### config.mk
export PLATFORM = sky130hd
export DESIGN_NAME = serial_adder
export DESIGN_NICKNAME = d
export VERILOG_FILES = /design/src/rtl/serial_adder.sv
export SDC_FILE = /design/constraint.sdc
export NUM_CORES = 1
export LEC_CHECK = 0
export ABC_CLOCK_PERIOD_IN_PS = 1400
export CAP_MARGIN = 10
export CORE_MARGIN = 4
export CORE_UTILIZATION = 45
export DETAILED_ROUTE_END_ITERATION = 16
export PLACE_DENSITY = 0.77
export SYNTH_ARGS = -nofsm -noshare
export SYNTH_HDL_FRONTEND = slang
export SYNTH_SLANG_ARGS = --single-unit
### constraint.sdc
create_clock -name clk -period 1.4 [get_ports clk]
set_clock_uncertainty 0.1 [all_clocks]
set_input_delay 0.21 -clock clk [delete_from_list [all_inputs] [get_ports clk]]
set_output_delay 0.21 -clock clk [all_outputs]
set_load 0.01 [all_outputs]
### src/rtl/serial_adder.sv
// serial_adder: bit-serial WIDTH-bit adder built around a 1-bit full_adder1 cell.
// Operands are captured on an in_valid/in_ready handshake and added one bit pair
// per cycle, LSB first. The result is then presented on an out_valid/out_ready
// handshake and held stable until it is taken.
// Optional feature: define SERIAL_ADDER_OVF_EN to add the signed-overflow output ovf.

module full_adder1 (
  input  logic a,
  input  logic b,
  input  logic cin,
  output logic sum,
  output logic count
);
  // Single-bit sum and carry.
  assign sum   = a ^ b ^ cin;
  assign count = (a & b) | (a & cin) | (b & cin);
endmodule

module serial_adder #(
  parameter int WIDTH = 8
) (
  input  logic             clk,
  input  logic             rst_n,
  input  logic             in_valid,
  output logic             in_ready,
  input  logic [WIDTH-1:0] a,
  input  logic [WIDTH-1:0] b,
  input  logic             cin,
  output logic             out_valid,
  input  logic             out_ready,
  output logic [WIDTH-1:0] sum,
  output logic             cout,
  output logic             busy
`ifdef SERIAL_ADDER_OVF_EN
  ,
  output logic             ovf
`endif
);

  localparam int CNT_W = $clog2(WIDTH) + 1;

  typedef enum logic [1:0] {IDLE, RUN, DONE} state_t;

  state_t             state_reg;
  logic [WIDTH-1:0]   a_sh_reg;
  logic [WIDTH-1:0]   b_sh_reg;
  logic [WIDTH-1:0]   sum_sh_reg;
  logic [WIDTH-1:0]   sum_sh_next;
  logic               carry_reg;
  logic [CNT_W-1:0]   cnt_reg;
  logic               cout_reg;
  logic               out_valid_reg;
  logic               in_ready_reg;
  logic               busy_reg;
  logic               fa_s;
  logic               fa_c;
  logic               last_bit;
`ifdef SERIAL_ADDER_OVF_EN
  logic               ovf_reg;
`endif

  full_adder1 u_fa (
    .a     (a_sh_reg[0]),
    .b     (b_sh_reg[0]),
    .cin   (carry_reg),
    .sum   (fa_s),
    .count (fa_c)
  );

  // New sum bits enter at the MSB so that after WIDTH shifts bit 0 sits at the LSB.
  generate
    if (WIDTH > 1) begin : g_sum_wide
      assign sum_sh_next = {fa_s, sum_sh_reg[WIDTH-1:1]};
    end else begin : g_sum_one
      assign sum_sh_next = fa_s;
    end
  endgenerate

  assign last_bit = (cnt_reg == CNT_W'(WIDTH - 1));

  // Control FSM and serial datapath; every output is a register.
  always_ff @(posedge clk or negedge rst_n) begin
    if (!rst_n) begin
      state_reg     <= IDLE;
      a_sh_reg      <= '0;
      b_sh_reg      <= '0;
      sum_sh_reg    <= '0;
      carry_reg     <= 1'b0;
      cnt_reg       <= '0;
      cout_reg      <= 1'b0;
      out_valid_reg <= 1'b0;
      in_ready_reg  <= 1'b1;
      busy_reg      <= 1'b0;
`ifdef SERIAL_ADDER_OVF_EN
      ovf_reg       <= 1'b0;
`endif
    end else begin
      case (state_reg)
        IDLE: begin
          if (in_valid) begin
            a_sh_reg     <= a;
            b_sh_reg     <= b;
            carry_reg    <= cin;
            cnt_reg      <= '0;
            in_ready_reg <= 1'b0;
            busy_reg     <= 1'b1;
            state_reg    <= RUN;
          end
        end
        RUN: begin
          sum_sh_reg <= sum_sh_next;
          carry_reg  <= fa_c;
          a_sh_reg   <= a_sh_reg >> 1;
          b_sh_reg   <= b_sh_reg >> 1;
          cnt_reg    <= cnt_reg + CNT_W'(1);
          if (last_bit) begin
            cout_reg      <= fa_c;
`ifdef SERIAL_ADDER_OVF_EN
            // Carry into the MSB is the carry feeding this final bit.
            ovf_reg       <= carry_reg ^ fa_c;
`endif
            out_valid_reg <= 1'b1;
            state_reg     <= DONE;
          end
        end
        DONE: begin
          if (out_ready) begin
            out_valid_reg <= 1'b0;
            in_ready_reg  <= 1'b1;
            busy_reg      <= 1'b0;
            state_reg     <= IDLE;
          end
        end
        default: begin
          out_valid_reg <= 1'b0;
          in_ready_reg  <= 1'b1;
          busy_reg      <= 1'b0;
          state_reg     <= IDLE;
        end
      endcase
    end
  end

  assign in_ready  = in_ready_reg;
  assign out_valid = out_valid_reg;
  assign sum       = sum_sh_reg;
  assign cout      = cout_reg;
  assign busy      = busy_reg;
`ifdef SERIAL_ADDER_OVF_EN
  assign ovf       = ovf_reg;
`endif

endmodule

Yosys cells after proc, flatten, opt, wreduce, memory -nomap -nowiden
Index checks and enable logic that the tools add are counted.

Output and inout bits: 12. Register bits after elaboration: 35. Word-level logic and storage cells: 53. Input port bits: 21.

Eq/ne operators: 6. Bitwise gates (word level): 9. Muxes and demuxes: 20. Reduce and logical (&&, ||, !) cells: 7. $add $sub $neg: 1.

Operators with widths (count): 8-bit case mux with 2 select lines (2); 8-bit two-way mux (2); 1-bit case mux with 3 select lines (3); 3-bit AND reduction (3); 4-bit case mux with 2 select lines (1); 1-bit two-way mux (6); 2-bit two-way mux (3); 2-bit != test (second input constant) (3); 2-bit case mux with 3 select lines (1); 4-bit by 1-bit adder with 4-bit output (second input constant) (1); 4-bit by 3-bit == test with 1-bit output (second input constant) (1); 4-bit two-way mux (1); 2-bit AND reduction (2); 1-bit bitwise AND (3); 2-bit by 1-bit == test with 1-bit output (second input constant) (1); 2-bit == test (second input constant) (1); 2-bit logical NOT (1); 1-bit inverter (2); 1-bit bitwise OR (2); 1-bit case mux with 2 select lines (1); 2-bit nonzero test (1); 1-bit XOR (2).

Longest topological paths before layout
Gate-level depths: netlist of the first run.

Word-level depth: 4. Gate-level depth with buffers: 5. Gate-level depth less buffers: 4.

Modules after synthesis
From an unflattened synthesis of the first run, not the netlist that was laid out.

Cells, all modules: 138. Area, all modules: 1582.8 sq um.

By module, submodules not included: serial_adder (cells an instance 137, area an instance 1562.7 sq um, times used 1, seq. area each 877.1 sq um); full_adder1 (cells an instance 1, area an instance 20.0 sq um, times used 1, seq. area each 0.0 sq um).

Worst setup path before layout of the first run
Ideal clock, no wire load.

Path kind: reg-to-reg. From: register state_reg[1]. To: register cout_reg (netlist: cout). Stages on the path, launching flop included: 4. Setup slack: 55 ps. Path buffers: 0. Setup time: 128 ps. Clock period less this slack: 1345 ps. Data required time: 1172 ps. Arrival time: 1117 ps. Cells stage by stage: dfrtp_1 > nand2b_1 > nor3_4 > mux2_1.

Word-level cells in the longest chain between the ends: 2.

Ends and longest elaborated chain: start: declaration (line 44) `state_t state_reg;`; start signal: assignment (line 84) `state_reg <= IDLE;`; start signal: assignment (line 107) `state_reg <= RUN;`; start signal: assignment (line 123) `state_reg <= DONE;`; 2-bit by 1-bit == test with 1-bit output (line 98) `case (state_reg)`; 2-bit AND reduction (no source line); end signal: assignment (line 90) `cout_reg <= 1'b0;`; end signal: assignment (line 117) `cout_reg <= fa_c;`; end: declaration (line 51) `logic cout_reg;`.

Every way passes these cells. A chain may end at the register's enable or synchronous reset.

Worst setup path in the final report of the first run
From: register b_sh_reg[0]. To: register cout_reg (netlist: cout).

Word-level cells in the longest chain between the ends: 3. Elaborated cells on any way between the ends: 4. Classes of those cells: bitwise: 4.

Ends and longest elaborated chain: start: declaration (line 46) `logic [WIDTH-1:0] b_sh_reg;`; start signal: assignment (line 114) `b_sh_reg <= b_sh_reg >> 1;`; 1-bit bitwise AND (line 16) `assign count = (a & b) | (a & cin) | (b & cin);`; 1-bit bitwise OR (line 16); 1-bit bitwise OR * (line 16); via fa_c (line 56) `logic fa_c;`.

The timed path passes the listed nets; every way through them passes the cells marked *.

==> impl_metrics.env, run 1 <==
export IMPL_setup_violations=0
export IMPL_initial_core_util_pct=46.9
export IMPL_layout_nets=229
export IMPL_cts_tree="yes"
export IMPL_ys_types=27
export IMPL_wl_met3_um=192
export IMPL_num_io_pins=33
export IMPL_fin_crit_sh_pct=97.1
export IMPL_drive_above_1_share_pct=15.1
export IMPL_yosys_area_share_simple_pct=19.1
export IMPL_worstPathArrival_ns=1.47
export IMPL_required_ns=1.51
export IMPL_yosys_top_cells_area="dfrtp_1 (54%), nand2_1 (11%), a22oi_1 (5.3%)"
export IMPL_grt_usage_pct=16.9
export IMPL_synth_nets=181
export IMPL_dp_hpwl_mm=2.41
export IMPL_row_count=21
export IMPL_outcome="complete, no violations"
export IMPL_grt_pass1_wl_mm=5.58
export IMPL_io_buffers=32
export IMPL_yosysSeqAreaShare_pct=56.0
export IMPL_wl_mm=3.19
export IMPL_drt_met1_wl_mm=1.37
export IMPL_stdcell_count=251
export IMPL_worst_path_buf_inv=0
export IMPL_setup_tns_final_ns=0
export IMPL_floorplan_die_width_um=67
export IMPL_syn_area_per_cell_um2=9.91
export IMPL_finish_utilization_pct=62.8
export IMPL_placed_area_um2=2040
export IMPL_start_kind="flip-flop"
export IMPL_viasPerCell=5.15
export IMPL_die_h_um=67
export IMPL_synth_mux_area_fraction_pct=1.36
export IMPL_synth_top_area_cell="dfrtp_1"
export IMPL_crit_path_end_kind="flip-flop"
export IMPL_design_area_um2=2100
export IMPL_critPathMaxStageDelay_ns=0.43
export IMPL_grt_max_degree=36
export IMPL_ys_ff_latch=35
export IMPL_p_per_area_nw_per_um2=1790
export IMPL_synth_top_family_by_area="simple AND/OR/NAND/NOR gates"
export IMPL_period_needed_ns=1.36
export IMPL_first_pass_iters=4
export IMPL_fmax_ghz=0.736
export IMPL_synth_compound_area_share_pct=18.2
export IMPL_syn_inst=158
export IMPL_vdd_ir_drop_max_mv=0.976
export IMPL_slew_violations=0
export IMPL_cts_root_buf="clkbuf_4"
export IMPL_synth_xor_area_share_pct=0
export IMPL_grt_pass1_vias=1324
export IMPL_hold_buffers=0
export IMPL_total_power_mw=3.75
export IMPL_crit_family="flip-flops"
export IMPL_worst_slew_pin_slew_ns=0.214
export IMPL_dr_first_iter_drc_count=42
export IMPL_max_slew_margin_pct=85.7
export IMPL_route_detailed_drc=0
export IMPL_dieArea_um2=4490
export IMPL_hold_viol=0
export IMPL_postRouteAntennaNets=0
export IMPL_yosysTopAreaCellShare_pct=54.3
export IMPL_cp_max_fo=2
export IMPL_path_clk_slew_ns=0.09
export IMPL_min_path_type="primary input to async pin"
export IMPL_routedWlPerCell_um=12.7
export IMPL_area_growth_pct=33.8
export IMPL_core_um2=3340
export IMPL_crit_chain="fa_1, mux2_1"
export IMPL_yosysWarnings=0
export IMPL_grt_ovfl_total=0
export IMPL_synth_area_um2=1570
export IMPL_p_leak_nw=1.01
export IMPL_highest_layer="met4"
export IMPL_regToRegSetupSlack_ns=0.04
export IMPL_cts_buffer_depth=2
export IMPL_num_antenna_cells=0
export IMPL_slowest_stage="dfrtp_1"
export IMPL_antenna_found_initial=0
export IMPL_gp_congestion=0.768
export IMPL_dp_cells=242
export IMPL_drv_cap=0
export IMPL_worstSkewPairLatency_ns=0.32
export IMPL_cts_buffers=5
export IMPL_rsz0062_at_grt="yes"
export IMPL_path_class="flip-flop to flip-flop"
export IMPL_wl_met2_mm=1.58
export IMPL_cts_max_level=2
export IMPL_clock_sinks=35
export IMPL_num_vias=1293
export IMPL_synthAdderAreaFrac_pct=2.08
[stage by stage]
stage          hold WS [ns]  worst slack [ns]
2_1_floorplan        -0.186            0.0551
3_3_place_gp          0.360           -0.0602
3_5_place_dp          0.362           -0.0914
4_1_cts               0.154            0.0189
5_1_grt               0.162           -0.0112
6_report              0.158            0.0409
[metal layers]
metal  vias to the layer above  track usage [%]
li1                        634                -
met1                       616             19.1
met2                        39             28.5
met3                         4             4.55
met4                         0             9.11
met5                         -                0
[synth_stat cells, drive strengths merged]
cell type / number
nand2: 44
dfrtp: 34
o21ai: 20
a22oi: 11
a21oi: 8
buf: 7
and3b: 5
nor2b: 5
clkbuf: 3
nor2: 3
a21o: 2
a22o: 2
nand2b: 2
and2: 1
and2b: 1
dfstp: 1
fa: 1
ha: 1
mux2: 1
mux2i: 1
nand3: 1
nor3: 1
o21bai: 1
o31ai: 1
o32a: 1
[kinds of logic after synthesis]
group / Yosys count
muxes: 2
DFF: 35
and+or+nand+nor: 63
adders and majority gates: 2
buffers and inverters: 10
AOI/OAI and AO/OA: 46
[power breakdown]
group	switching (mW)	internal [mW]	total [mW]
sequential	0.283	1.41	1.69
combinational	0.762	0.828	1.59
clock	0.285	0.178	0.464
[area by class of cell]
| cell class | instances | area (um^2) |
|---|---|---|
| multi-input cells | 113 | 649 |
| flip-flops and latches | 35 | 878 |
| repair buffers | 51 | 469 |
| fillers | 302 | 1240 |
| well taps | 46 | 57.6 |
| clock buffers | 6 | 41.3 |
[what timing repair did]
action | CTS | global route
buffers inserted | 1 | 2
gates resized for setup | 15 | 3
endpoints found under the setup margin | 13 | 11
[worst reg2reg max path, stage by stage, from the launching register on]
cell and delay [ns]:
dfrtp_1 0.43, fa_1 0.42, mux2_1 0.30
[cell usage in the layout, fill, tap and decap left out, types with 3 or more instances in the layout]
cell type	synthesis	layout
and3b_1	5	5
buf_4	2	17
nor2_1	3	3
o21ai_1	16	16
clkdlybuf4s50_1	0	20
clkbuf_4	0	5
a21oi_1	8	8
dlygate4sd2_1	0	11
a22oi_1	11	11
nor2b_1	5	5
nand2_1	44	44
dfrtp_1	34	33
o21ai_0	4	4
[worst paths after layout]
kind,cells past startpoint,to,startpoint
max,2,cout,b_sh_reg[0]
min,2,carry_reg,rst_n
max reg2reg,2,cout,b_sh_reg[0]
min reg2reg,2,sum[0],sum[0]
max in group asynchronous,2,in_ready,rst_n
min in group clk,2,sum[0],sum[0]
Power figures use the tool's default switching activity.
==> run 2, diff against run 1 <==
- CAP_MARGIN: 10 -> 20
- CORE_ASPECT_RATIO: not set -> 1.75
==> run 2 against run 1 <==
  * The flow now finishes with violations (negative setup slack)
  * Count of clock-buffer cells in the layout fell by 1
  * Wire length rose by 15%
  * Critical path depth grew 2
  * Global-route usage up 1.1 points
  * Final area increased by 5.0%
==> impl_metrics.env, run 2 (synthesis results as in run 1) <==
export IMPL_dieArea_um2=4530
export IMPL_p_leak_nw=1.06
export IMPL_hold_buffers=0
export IMPL_drive_above_1_share_pct=18.2
export IMPL_dr_first_iter_drc_count=31
export IMPL_slowest_stage="dfrtp_1"
export IMPL_cts_buffer_depth=2
export IMPL_drv_cap=0
export IMPL_die_h_um=86.1
export IMPL_vdd_ir_drop_max_mv=1.50
export IMPL_total_power_mw=4.41
export IMPL_path_class="flip-flop to flip-flop"
export IMPL_period_needed_ns=1.41
export IMPL_wl_mm=3.66
export IMPL_crit_path_end_kind="flip-flop"
export IMPL_fill_cells=293
export IMPL_setup_violations=1
export IMPL_min_path_type="primary input to async pin"
export IMPL_final_common_cell="nand2_1"
export IMPL_violations="negative setup slack"
export IMPL_grt_max_degree=24
export IMPL_clock_sinks=35
export IMPL_postRouteAntennaNets=0
export IMPL_crit_chain="ha_2, nand2_4, nor3_4, mux2_4"
export IMPL_cts_root_buf="clkbuf_8"
export IMPL_path_clk_slew_ns=0.08
export IMPL_worst_slew_pin_slew_ns=0.297
export IMPL_p_per_area_nw_per_um2=2010
export IMPL_finish_utilization_pct=65.4
export IMPL_fin_crit_sh_pct=100
export IMPL_worstSkewPairLatency_ns=0.29
export IMPL_antenna_found_initial=0
export IMPL_first_pass_iters=4
export IMPL_num_vias=1309
export IMPL_finalWorstSetupSlack_ns=-0.00628
export IMPL_core_um2=3360
export IMPL_grt_usage_pct=17.9
export IMPL_num_antenna_cells=0
export IMPL_setup_tns_final_ns=-0.00628
export IMPL_route_detailed_drc=0
export IMPL_area_growth_pct=40.5
export IMPL_routedWlPerCell_um=14.4
export IMPL_layout_common_cells="nand2_1 (43), dfrtp_1 (33), clkdlybuf4s50_1 (20)"
export IMPL_layout_nets=231
export IMPL_cts_buffers=5
export IMPL_stdcell_count=254
export IMPL_cts_tree="yes"
export IMPL_whs_ns=0.153
export IMPL_floorplan_die_width_um=52.6
export IMPL_grt_ovfl_total=0
export IMPL_cts_max_level=2
export IMPL_max_slew_margin_pct=80.2
export IMPL_slew_violations=0
export IMPL_rsz0062_at_grt="yes"
export IMPL_initial_core_util_pct=46.6
export IMPL_io_buffers=32
export IMPL_outcome="complete, but fails checks"
export IMPL_dp_hpwl_mm=2.71
export IMPL_start_kind="flip-flop"
export IMPL_cp_max_fo=3
export IMPL_row_count=28
export IMPL_viasPerCell=5.15
export IMPL_grt_pass1_wl_mm=6.02
export IMPL_grt_pass1_vias=1386
export IMPL_fmax_ghz=0.711
export IMPL_dp_cells=243
export IMPL_worstPathArrival_ns=1.49
export IMPL_critPathMaxStageDelay_ns=0.39
export IMPL_required_ns=1.48
export IMPL_gp_congestion=0.767
export IMPL_hold_viol=0
export IMPL_num_io_pins=33
-- run 2: changes by cell type in the layout (fill, tap and decap cells not counted), moves of 2 or more --
cell	before	now
bufinv_16	0	2
o21ai_1	16	18
o21ai_0	4	2
clkbuf_8	0	5
buf_4	17	19
clkbuf_4	5	0
-- run 2: final cells by class --
| cell class | instances | area [um^2] | share of cell area, % |
|---|---|---|---|
| Clock buffer | 5 | 68.8 | 3.13 |
| Clock inverter | 3 | 67.6 | 3.07 |
| Multi-Input combinational cell | 113 | 654 | 29.7 |
| Sequential cell | 35 | 878 | 39.9 |
| Tap cell | 45 | 56.3 | 2.56 |
| Timing Repair Buffer | 53 | 475 | 21.6 |
-- run 2: metal layers --
metal | routed length [um] | share of wire (%) | track usage, %
met1 | 1430 | 39 | 18.7
met2 | 2080 | 57 | 32.2
met3 | 112 | 3.1 | 3.13
met4 | 39 | 1.1 | 10.0
met5 | 0 | 0 | 0
-- run 2: power by group --
group | internal (mW) | leakage, nW | switching (mW)
clock | 0.710 | 0.0644 | 0.370
sequential | 1.41 | 0.448 | 0.288
combinational | 0.829 | 0.547 | 0.804
-- run 2: timing repair --
action / CTS / global route
pin swaps: 0 / 2
buffers inserted: 0 / 3
resized for setup: 14 / 9
endpoints found under the hold margin: 0 / 0
endpoints found under the setup margin: 13 / 4
cloned: 0 / 0
-- run 2: worst paths after layout --
| check | slack (ns) | endpoint | cells after the start | start |
|---|---|---|---|---|
| min in group clk | 0.37 | sum[0] | 2 | sum[0] |
| hold / removal | 0.15 | cout | 2 | rst_n |
| setup / recovery | -0.006 | cout | 4 | cnt_reg[1] |
| max in group asynchronous | 0.73 | state_reg[0] | 2 | rst_n |
| setup reg to reg | -0.006 | cout | 4 | cnt_reg[1] |
| hold reg to reg | 0.37 | sum[0] | 2 | sum[0] |
-- run 2: through the flow --
stage	setup WS, ns	cell area [um^2]
2_1_floorplan	0.0551	1570
4_1_cts	0.00186	2160
3_5_place_dp	-0.123	2040
6_report	-0.00628	2200
5_1_grt	-0.0600	2200
3_3_place_gp	-0.0934	2040
-- run 2: critical path, delay by kind of cell, from the launching register on --
kind	cells	cell delay [ns]
mux	1	0.32
simple gates	2	0.28
flops	1	0.39
fa+ha+maj	1	0.22
==> run 3, diff against run 2 <==
- PLACE_DENSITY: 0.77 -> 0.86
==> run 3 against run 2 <==
  * The run now ends clean
  * Sequential share of layout area increased by 0.46 points
  * First-iteration DRC count decreased by 16%
  * Global-route usage decreased by 0.12 points
  * Core utilization decreased by 0.74 points
  * Largest power group unchanged
  * Combinational power increased by 5%
  * Die area unchanged
  * Critical path type unchanged
  * Worst setup slack improved by 0.022 ns
  * Non-clock buffer count decreased by 1
  * Largest cell class unchanged
  * Count of clock-buffer cells in the layout increased by 1
  * Register-to-register slack improved by 0.02 ns
  * Wire length decreased by 0.71%
  * Critical path depth unchanged
==> impl_metrics.env, run 3 (synthesis results as in run 1) <==
export IMPL_drv_cap=0
export IMPL_worst_slew_pin_slew_ns=0.240
export IMPL_area_growth_pct=38.9
export IMPL_clock_sinks=35
export IMPL_dp_cells=241
export IMPL_viasPerCell=5.31
export IMPL_num_vias=1337
export IMPL_slew_violations=0
export IMPL_p_per_area_nw_per_um2=1920
export IMPL_clockPowerShare_pct=17.6
export IMPL_cts_buffers=5
export IMPL_path_class="flip-flop to flip-flop"
export IMPL_outcome="complete, no violations"
export IMPL_seq_power_share_pct=41.4
export IMPL_hold_buffers=0
export IMPL_vdd_ir_drop_max_mv=1.11
export IMPL_dieArea_um2=4530
export IMPL_drive_above_1_share_pct=18.4
export IMPL_io_buffers=32
export IMPL_grt_max_degree=36
export IMPL_combPwrFrac_pct=41.0
export IMPL_dp_hpwl_mm=2.55
export IMPL_dr_first_iter_drc_count=26
export IMPL_hold_viol=0
export IMPL_layout_nets=230
export IMPL_cts_root_buf="clkbuf_8"
export IMPL_cts_buffer_depth=2
export IMPL_internal_power_mw=2.69
export IMPL_finalWorstSetupSlack_ns=0.0160
export IMPL_layout_common_cells="nand2_1 (43), dfrtp_1 (33), clkdlybuf4s50_1 (20)"
export IMPL_route_detailed_drc=0
export IMPL_wl_mm=3.64
export IMPL_crit_path_end_kind="flip-flop"
export IMPL_die_h_um=86.1
export IMPL_max_slew_margin_pct=84.0
export IMPL_worstPathArrival_ns=1.45
export IMPL_num_io_pins=33
export IMPL_final_common_cell="nand2_1"
export IMPL_antenna_found_initial=0
export IMPL_routedWlPerCell_um=14.4
export IMPL_path_clk_slew_ns=0.07
export IMPL_placed_area_um2=2040
export IMPL_postRouteAntennaNets=0
export IMPL_grt_ovfl_total=0
export IMPL_setup_tns_final_ns=0
export IMPL_required_ns=1.47
export IMPL_cp_max_fo=2
export IMPL_total_power_mw=4.17
export IMPL_grt_pass1_wl_mm=5.94
export IMPL_finish_utilization_pct=64.7
export IMPL_first_pass_iters=4
export IMPL_row_count=28
export IMPL_worstSkewPairLatency_ns=0.29
export IMPL_cts_tree="yes"
export IMPL_design_area_um2=2180
export IMPL_cts_max_level=2
export IMPL_core_um2=3360
export IMPL_floorplan_die_width_um=52.6
export IMPL_setup_violations=0
export IMPL_fin_crit_sh_pct=98.9
export IMPL_start_kind="flip-flop"
export IMPL_gp_congestion=0.801
export IMPL_post_place_ws_ns=-0.121
export IMPL_swShare_pct=35.4
export IMPL_p_leak_nw=1.05
export IMPL_fmax_ghz=0.723
export IMPL_grt_pass1_vias=1348
export IMPL_period_needed_ns=1.38
export IMPL_stdcell_count=252
export IMPL_initial_core_util_pct=46.6
export IMPL_power_switching_mw=1.48
export IMPL_whs_ns=0.190
export IMPL_rsz0062_at_grt="yes"
export IMPL_min_path_type="primary input to async pin"
export IMPL_grt_usage_pct=17.8
export IMPL_num_antenna_cells=0
-- run 3: power groups by stage --
| stage | Sequential [mW] | Combinational, mW | Clock (mW) |
|---|---|---|---|
| after global placement | 1.70 | 1.58 | 0 |
| final | 1.73 | 1.71 | 0.734 |
| after CTS | 1.71 | 1.62 | 0.746 |
| after detailed placement | 1.72 | 1.66 | 0 |
| after global routing | 1.78 | 1.88 | 0.790 |
| after floorplan | 1.72 | 0.875 | 0 |
-- run 3: worst paths after layout --
path,startpoint,cells past startpoint,end,slack [ns]
worst min register to register,sum[0],2,sum[0],0.38
worst min-delay path,rst_n,2,b_sh_reg[2],0.19
worst max-delay path,cnt_reg[0],4,cout,0.02
min in group clk,sum[0],2,sum[0],0.38
max in group asynchronous,rst_n,2,in_ready,0.76
worst max register to register,cnt_reg[0],4,cout,0.02
-- run 3: area by class of cell --
type                       instances  area, um^2
fill                             300        1190
sequential                        35         878
multi-input combinational        113         673
timing repair buffer              52         480
clock buffer                       6        82.6
tap                               45        56.3
clock inverter                     1        5.00
-- run 3: metal layers --
| metal | GRT usage, % | part of all wire (%) | vias up |
|---|---|---|---|
| li1 | - | - | 640 |
| met1 | 18.8 | 36 | 651 |
| met2 | 31.6 | 58 | 39 |
| met3 | 4.70 | 4.0 | 7 |
| met4 | 8.37 | 2.1 | 0 |
| met5 | 0 | 0 | - |
-- run 3: critical path, stage by stage, from the launching register on --
cell and delay (ns):
dfrtp_1 0.41, ha_4 0.17, nand2_4 0.05, nor3_4 0.20, mux2_4 0.32
-- run 3: timing repair --
action                                  in CTS  in global routing
cloned                                       0                  0
endpoints found under the setup margin      13                 13
resized for setup                           14                 10
setup buffers                                1                  3
pin swaps                                    1                  2
==> variant 1, RTL diff (config.mk and constraints of run 1) <==
Change the parameter `WIDTH` from 8 to 16.
--- a/src/rtl/serial_adder.sv
+++ b/src/rtl/serial_adder.sv
@@ -19,3 +19,3 @@
 module serial_adder #(
-  parameter int WIDTH = 8
+  parameter int WIDTH = 16
 ) (
Ports: changed (resized a, b and sum); port bits go from 33 to 57. No check against the original RTL was run, so the function may have changed too.
==> variant 1 against run 1 <==
- power is 83% higher
- final area increased by 73%
- sequential cell count up 25
- sequential share of layout area decreased by 0.38 points
- synthesized area up 71%
- routed wire length grew 83%
- critical endpoint unchanged
- the flow now finishes with violations (setup timing)
- worst setup slack worse by 0.12 ns
- count of clock-buffer cells in the layout increased by 8
- maximum frequency is 7.9% lower
==> variant 1: results (changes against run 1) <==
outcome=finished with violations (was complete, no violations); failing checks=setup timing; Vias/cell=4.97 (was 5.15); DP Cell Count=393 (was 242); Routed WL=5840 µm (was 3190 µm); Total Routing Usage GR=17.1% (was 16.9%); Starting DRT DRC Count=105 (was 42); H-tree lvl count=3 (was 2); ratio of cells with drive above 1 in the final layout=20.2% (was 15.1%); Final HPWL DP=3850 µm (was 2410 µm); Yosys cell types=29 (was 27); slowest stage delay, CP=0.39 ns (was 0.43 ns); GPL Wtd Cong=0.719 (was 0.768); Worst Tran Pin Value=0.311 ns (was 0.214 ns); Root Buffer=clkbuf_8 (was clkbuf_4); nets=381 (was 229); commonest cells in the netlist=nand2_1 (120), dfrtp_1 (59), a22oi_1 (20) (was nand2_1 (44), dfrtp_1 (34), o21ai_1 (16)); number of global-route vias before repair=2,126 (was 1,324); Port Buffer Count=56 (was 32); sequential fraction of the synthesis area=56.1% (was 56.0%); post-route insts no fill=418 (was 251); pre-CTS setup slack=-0.213 ns (was -0.0914 ns); Area after DPL=0.00334 mm² (was 0.00204 mm²); Pre-antenna DRT Iters=5 (was 4); Worst Setup Slack, final=-0.0752 ns (was 0.0409 ns); Clk Latency, worst-skew pair=approximately 0.33 ns; maximum VDD drop=1150 µV (was 976 µV); clock slew at reported path FFs=0.06 ns (was 0.09 ns); Syn Area/Cell=10.2 µm² (was 9.91 µm²); P_int=4.49 mW (was 2.42 mW); P_leak=1.81 nW (was 1.01 nW); first-pass GRT wire length=9960 µm (was 5580 µm); TritonCTS buffer count=9 (was 5); Setup-failing EPs final=3 (was 0); critical path arrival=1.59 ns (was 1.47 ns); largest net degree at the start of global routing=61 (was 36); post-synth net total=303 (was 181); top post-synthesis cells by area=dfrtp_1 (55%), nand2_1 (17%), buf_6 (5.9%) (was dfrtp_1 (54%), nand2_1 (11%), a22oi_1 (5.3%)); CP max FO=3 (was 2)
variant 1: changes by cell type after synthesis, sizes merged, moves of 3 or more:
| cell | before | now |
|---|---|---|
| a21oi | 8 | 2 |
| a22oi | 11 | 31 |
| and3b | 5 | 0 |
| buf | 7 | 17 |
| clkbuf | 3 | 0 |
| dfrtp | 34 | 59 |
| inv | 0 | 3 |
| nand2 | 44 | 121 |
| nor2b | 5 | 2 |
| o21ai | 20 | 6 |
variant 1: cell families after synthesis:
logic type,Yosys count,share of synthesized area (%)
buffers and inverters,20,7.05
and+or+nand+nor,132,19.9
adders and majority gates,3,1.68
DFF,60,56.1
muxes,2,0.934
AOI/OAI and AO/OA,46,14.3
variant 1: power by group through the flow:
stage / Clock (mW) / Sequential, mW / Combinational [mW]
global placement: 0 / 2.92 / 2.44
finish: 1.37 / 2.92 / 2.57
global route: 1.50 / 3.01 / 2.87
CTS: 1.40 / 2.92 / 2.44
detailed placement: 0 / 2.95 / 2.53
floorplan: 0 / 2.96 / 1.54
variant 1: cell type report:
cell class / count / area (µm²)
tap: 72 / 90.1
clock inverter: 2 / 10.0
inverter: 3 / 11.3
multi-input combinational: 183 / 1040
fill: 460 / 2020
timing repair buffer: 84 / 801
clock buffer: 14 / 163
sequential: 60 / 1510
variant 1: per-stage QoR:
step                      util, %  TNS, ns
after CTS                    62.4  -0.0956
after floorplan                 -  -0.0422
after detailed placement     59.2    -5.09
after global routing         64.2   -0.851
final                        64.2  -0.0909
after global placement       59.2    -4.53
variant 1: worst paths after layout:
check / startpoint / to / slack, ns / cells after the start
worst min register to register: sum[0] / sum[0] / 0.37 / 2
worst max-delay path: cnt_reg[1] / cout / -0.08 / 5
worst min-delay path: rst_n / sum[4] / 0.32 / 3
max in group asynchronous: rst_n / in_ready / 0.59 / 3
min in group clk: a[15] / a_sh_reg[15] / 0.33 / 3
worst max register to register: cnt_reg[1] / cout / -0.08 / 5
variant 1: repair_timing:
item	in CTS	in global routing
pin swaps	2	2
buffers inserted	2	5
gates resized for setup	28	10
endpoints found under the setup margin	44	23
gates cloned	0	1
hold endpoints to repair	59	0
hold buffers	1	0
variant 1: routing by layer:
layer  vias to the layer above  GRT usage (%)  share of wire [%]
li1                       1033              -                  -
met1                       990           22.2                 46
met2                        47           27.1                 49
met3                         6           6.12                4.7
met4                         0           4.75               0.70
met5                         -              0                  0
variant 1: worst reg2reg max path, cell delays in order, from the launching register on:
cell	delay [ns]
dfrtp_1	0.39
ha_2	0.19
and3_4	0.15
ha_4	0.17
nand2_4	0.07
mux2_4	0.29
==> variant 2, RTL diff (config.mk and constraints of run 1) <==
Made on the original files. Reset style: synchronous (`rst_n`), changed in one clocked block.
--- a/src/rtl/serial_adder.sv
+++ b/src/rtl/serial_adder.sv
@@ -81,3 +81,3 @@
   // Control FSM and serial datapath; every output is a register.
-  always_ff @(posedge clk or negedge rst_n) begin
+  always_ff @(posedge clk) begin
     if (!rst_n) begin
Check against the original RTL: differs if rst_n is asserted again (counterexample within 4 cycles, from zero or initial values and one cycle with rst_n low); with rst_n held inactive, the same outputs for 10 cycles.
==> variant 2 against run 1 <==
- non-clock buffer count is 6 lower
- die area fell by 6.8%
- synthesized area fell by 7.7%
- final area decreased by 7.7%
- core utilization up 0.56 points
- sequential cell count is the same
- routed wire length grew 3.5%
- worst setup slack better by 0.070 ns
Power is not compared: it rests on default switching activity, and its combinational part moved more than twofold at a synthesized area within 25%.
==> variant 2: results (changes against run 1) <==
outcome=complete, no violations (unchanged); fillers=284 (was 302); routed wl met3=224 µm (was 192 µm); Worst Tran Pin Value=0.441 ns (was 0.214 ns); Resize count post-CTS=13 (was 15); Slowest-stage cell, CP=dfxtp_1 (was dfrtp_1); top sig layer=met4 (unchanged); ANT cells=0 (unchanged); ratio of cells with drive above 1 in the final layout=11.0% (was 15.1%); initial antenna violation count=0 (unchanged); maximum VDD drop=602 µV; critical path arrival=1.45 ns (was 1.47 ns); Yosys Warn Count=0 (unchanged); routed len/inst=13.1 µm (was 12.7 µm); commonest cells in the netlist=dfxtp_1 (35), a21oi_1 (24), nand2_1 (21) (was nand2_1 (44), dfrtp_1 (34), o21ai_1 (16)); first-pass GRT wire length=5870 µm (was 5580 µm); met2 WL=1640 µm (was 1580 µm); Setup Fix Bufs, Post-CTS=0 (was 1); GPL Wtd Cong=0.853 (was 0.768); Yosys cell types=32 (was 27); nets=232 (was 229); P_leak=~0.77 nW; largest net degree at the start of global routing=17 (was 36); Post-Synth Adder-Cell Area=2.25% (was 2.08%); via count=1,347 (was 1,293); Clock Tree Buf Depth=2 (unchanged); clock slew at reported path FFs=around 0.10 ns; FFs w/ async S/R, synth=0% (was 100%); Starting DRT DRC Count=93 (was 42); post-synth net total=191 (was 181); Pre-antenna DRT Iters=4 (unchanged); WL met1=1350 µm (was 1370 µm); Clk Latency, worst-skew pair=0.33 ns; Total Routing Usage GR=18.1% (was 16.9%); Final HPWL DP=2570 µm (was 2410 µm); sequential fraction of the synthesis area=48.5% (was 56.0%); worst min path class=register to register (was primary input to asynchronous set/reset pin); Root Buffer=clkbuf_4 (unchanged); met3 global-route usage=4.16% (was 4.55%); mux share of post-synthesis cell area=1.39% (was 1.36%); met2 usage=30.7% (was 28.5%); xor-xnor portion of the synthesized cell area=0% (unchanged); TritonCTS buffer count=5 (unchanged); slowest stage delay, CP=0.38 ns (was 0.43 ns); Synth Area in Compound Gates=28.1% (was 18.2%); top post-synthesis cells by area=dfxtp_1 (48%), a21oi_1 (8.3%), o2bb2ai_1 (6.7%) (was dfrtp_1 (54%), nand2_1 (11%), a22oi_1 (5.3%)); Port Buffer Count=32 (unchanged); CP max FO=3 (was 2); met1 GRT Util=21.2% (was 19.1%); H-tree lvl count=2 (unchanged)
variant 2: layout make-up:
type,instances,area [µm²],share of cell area (%)
Timing Repair Buffer,45,415,21.5
Multi-Input combinational cell,119,679,35.1
Tap cell,44,55.1,2.85
Sequential cell,35,702,36.3
Clock buffer,6,41.3,2.13
Clock inverter,1,30.0,1.55
Inverter,3,11.3,0.582
variant 2: logic make-up after synthesis:
family / after synthesis
fa+ha+maj: 2
simple gates: 49
mux: 2
buf+inv: 14
compound gates: 66
flops: 35
variant 2: path summary, 6_finish.rpt:
path	to	start	slack [ns]	cells after the start
worst min-delay path	sum[0]	sum[0]	0.35	2
worst max register to register	cout	cnt_reg[0]	0.11	4
worst max-delay path	cout	cnt_reg[0]	0.11	4
worst min register to register	sum[0]	sum[0]	0.35	2
variant 2: per-stage QoR:
stage / cells / utilization (%) / instance area, µm² / setup WS [ns] / setup TNS (ns)
global route: 253 / 63.4 / 1930 / 0.0125 / 0
finish: 253 / 63.4 / 1930 / 0.111 / 0
CTS: 253 / 63.3 / 1930 / 0.0808 / 0
global placement: 246 / 61.4 / 1880 / -0.0535 / -0.801
detailed placement: 246 / 61.4 / 1880 / -0.158 / -1.95
floorplan: 168 / - / 1450 / 0.153 / 0
variant 2: worst max-delay path: cells and delay by family (launching register included):
| family | cells | cell delay (ns) |
|---|---|---|
| and+or+nand+nor | 2 | 0.32 |
| adders and majority gates | 1 | 0.20 |
| DFF | 1 | 0.38 |
| muxes | 1 | 0.22 |
variant 2: where the power goes:
part / leakage (nW) / internal (mW) / switching [mW] / total, mW
sequential: 0.288 / 1.05 / 0.0385 / 1.09
combinational: 0.444 / 0.154 / 0.135 / 0.289
clock: 0.0383 / 0.368 / 0.303 / 0.671
total: 0.770 / 1.58 / 0.476 / 2.05
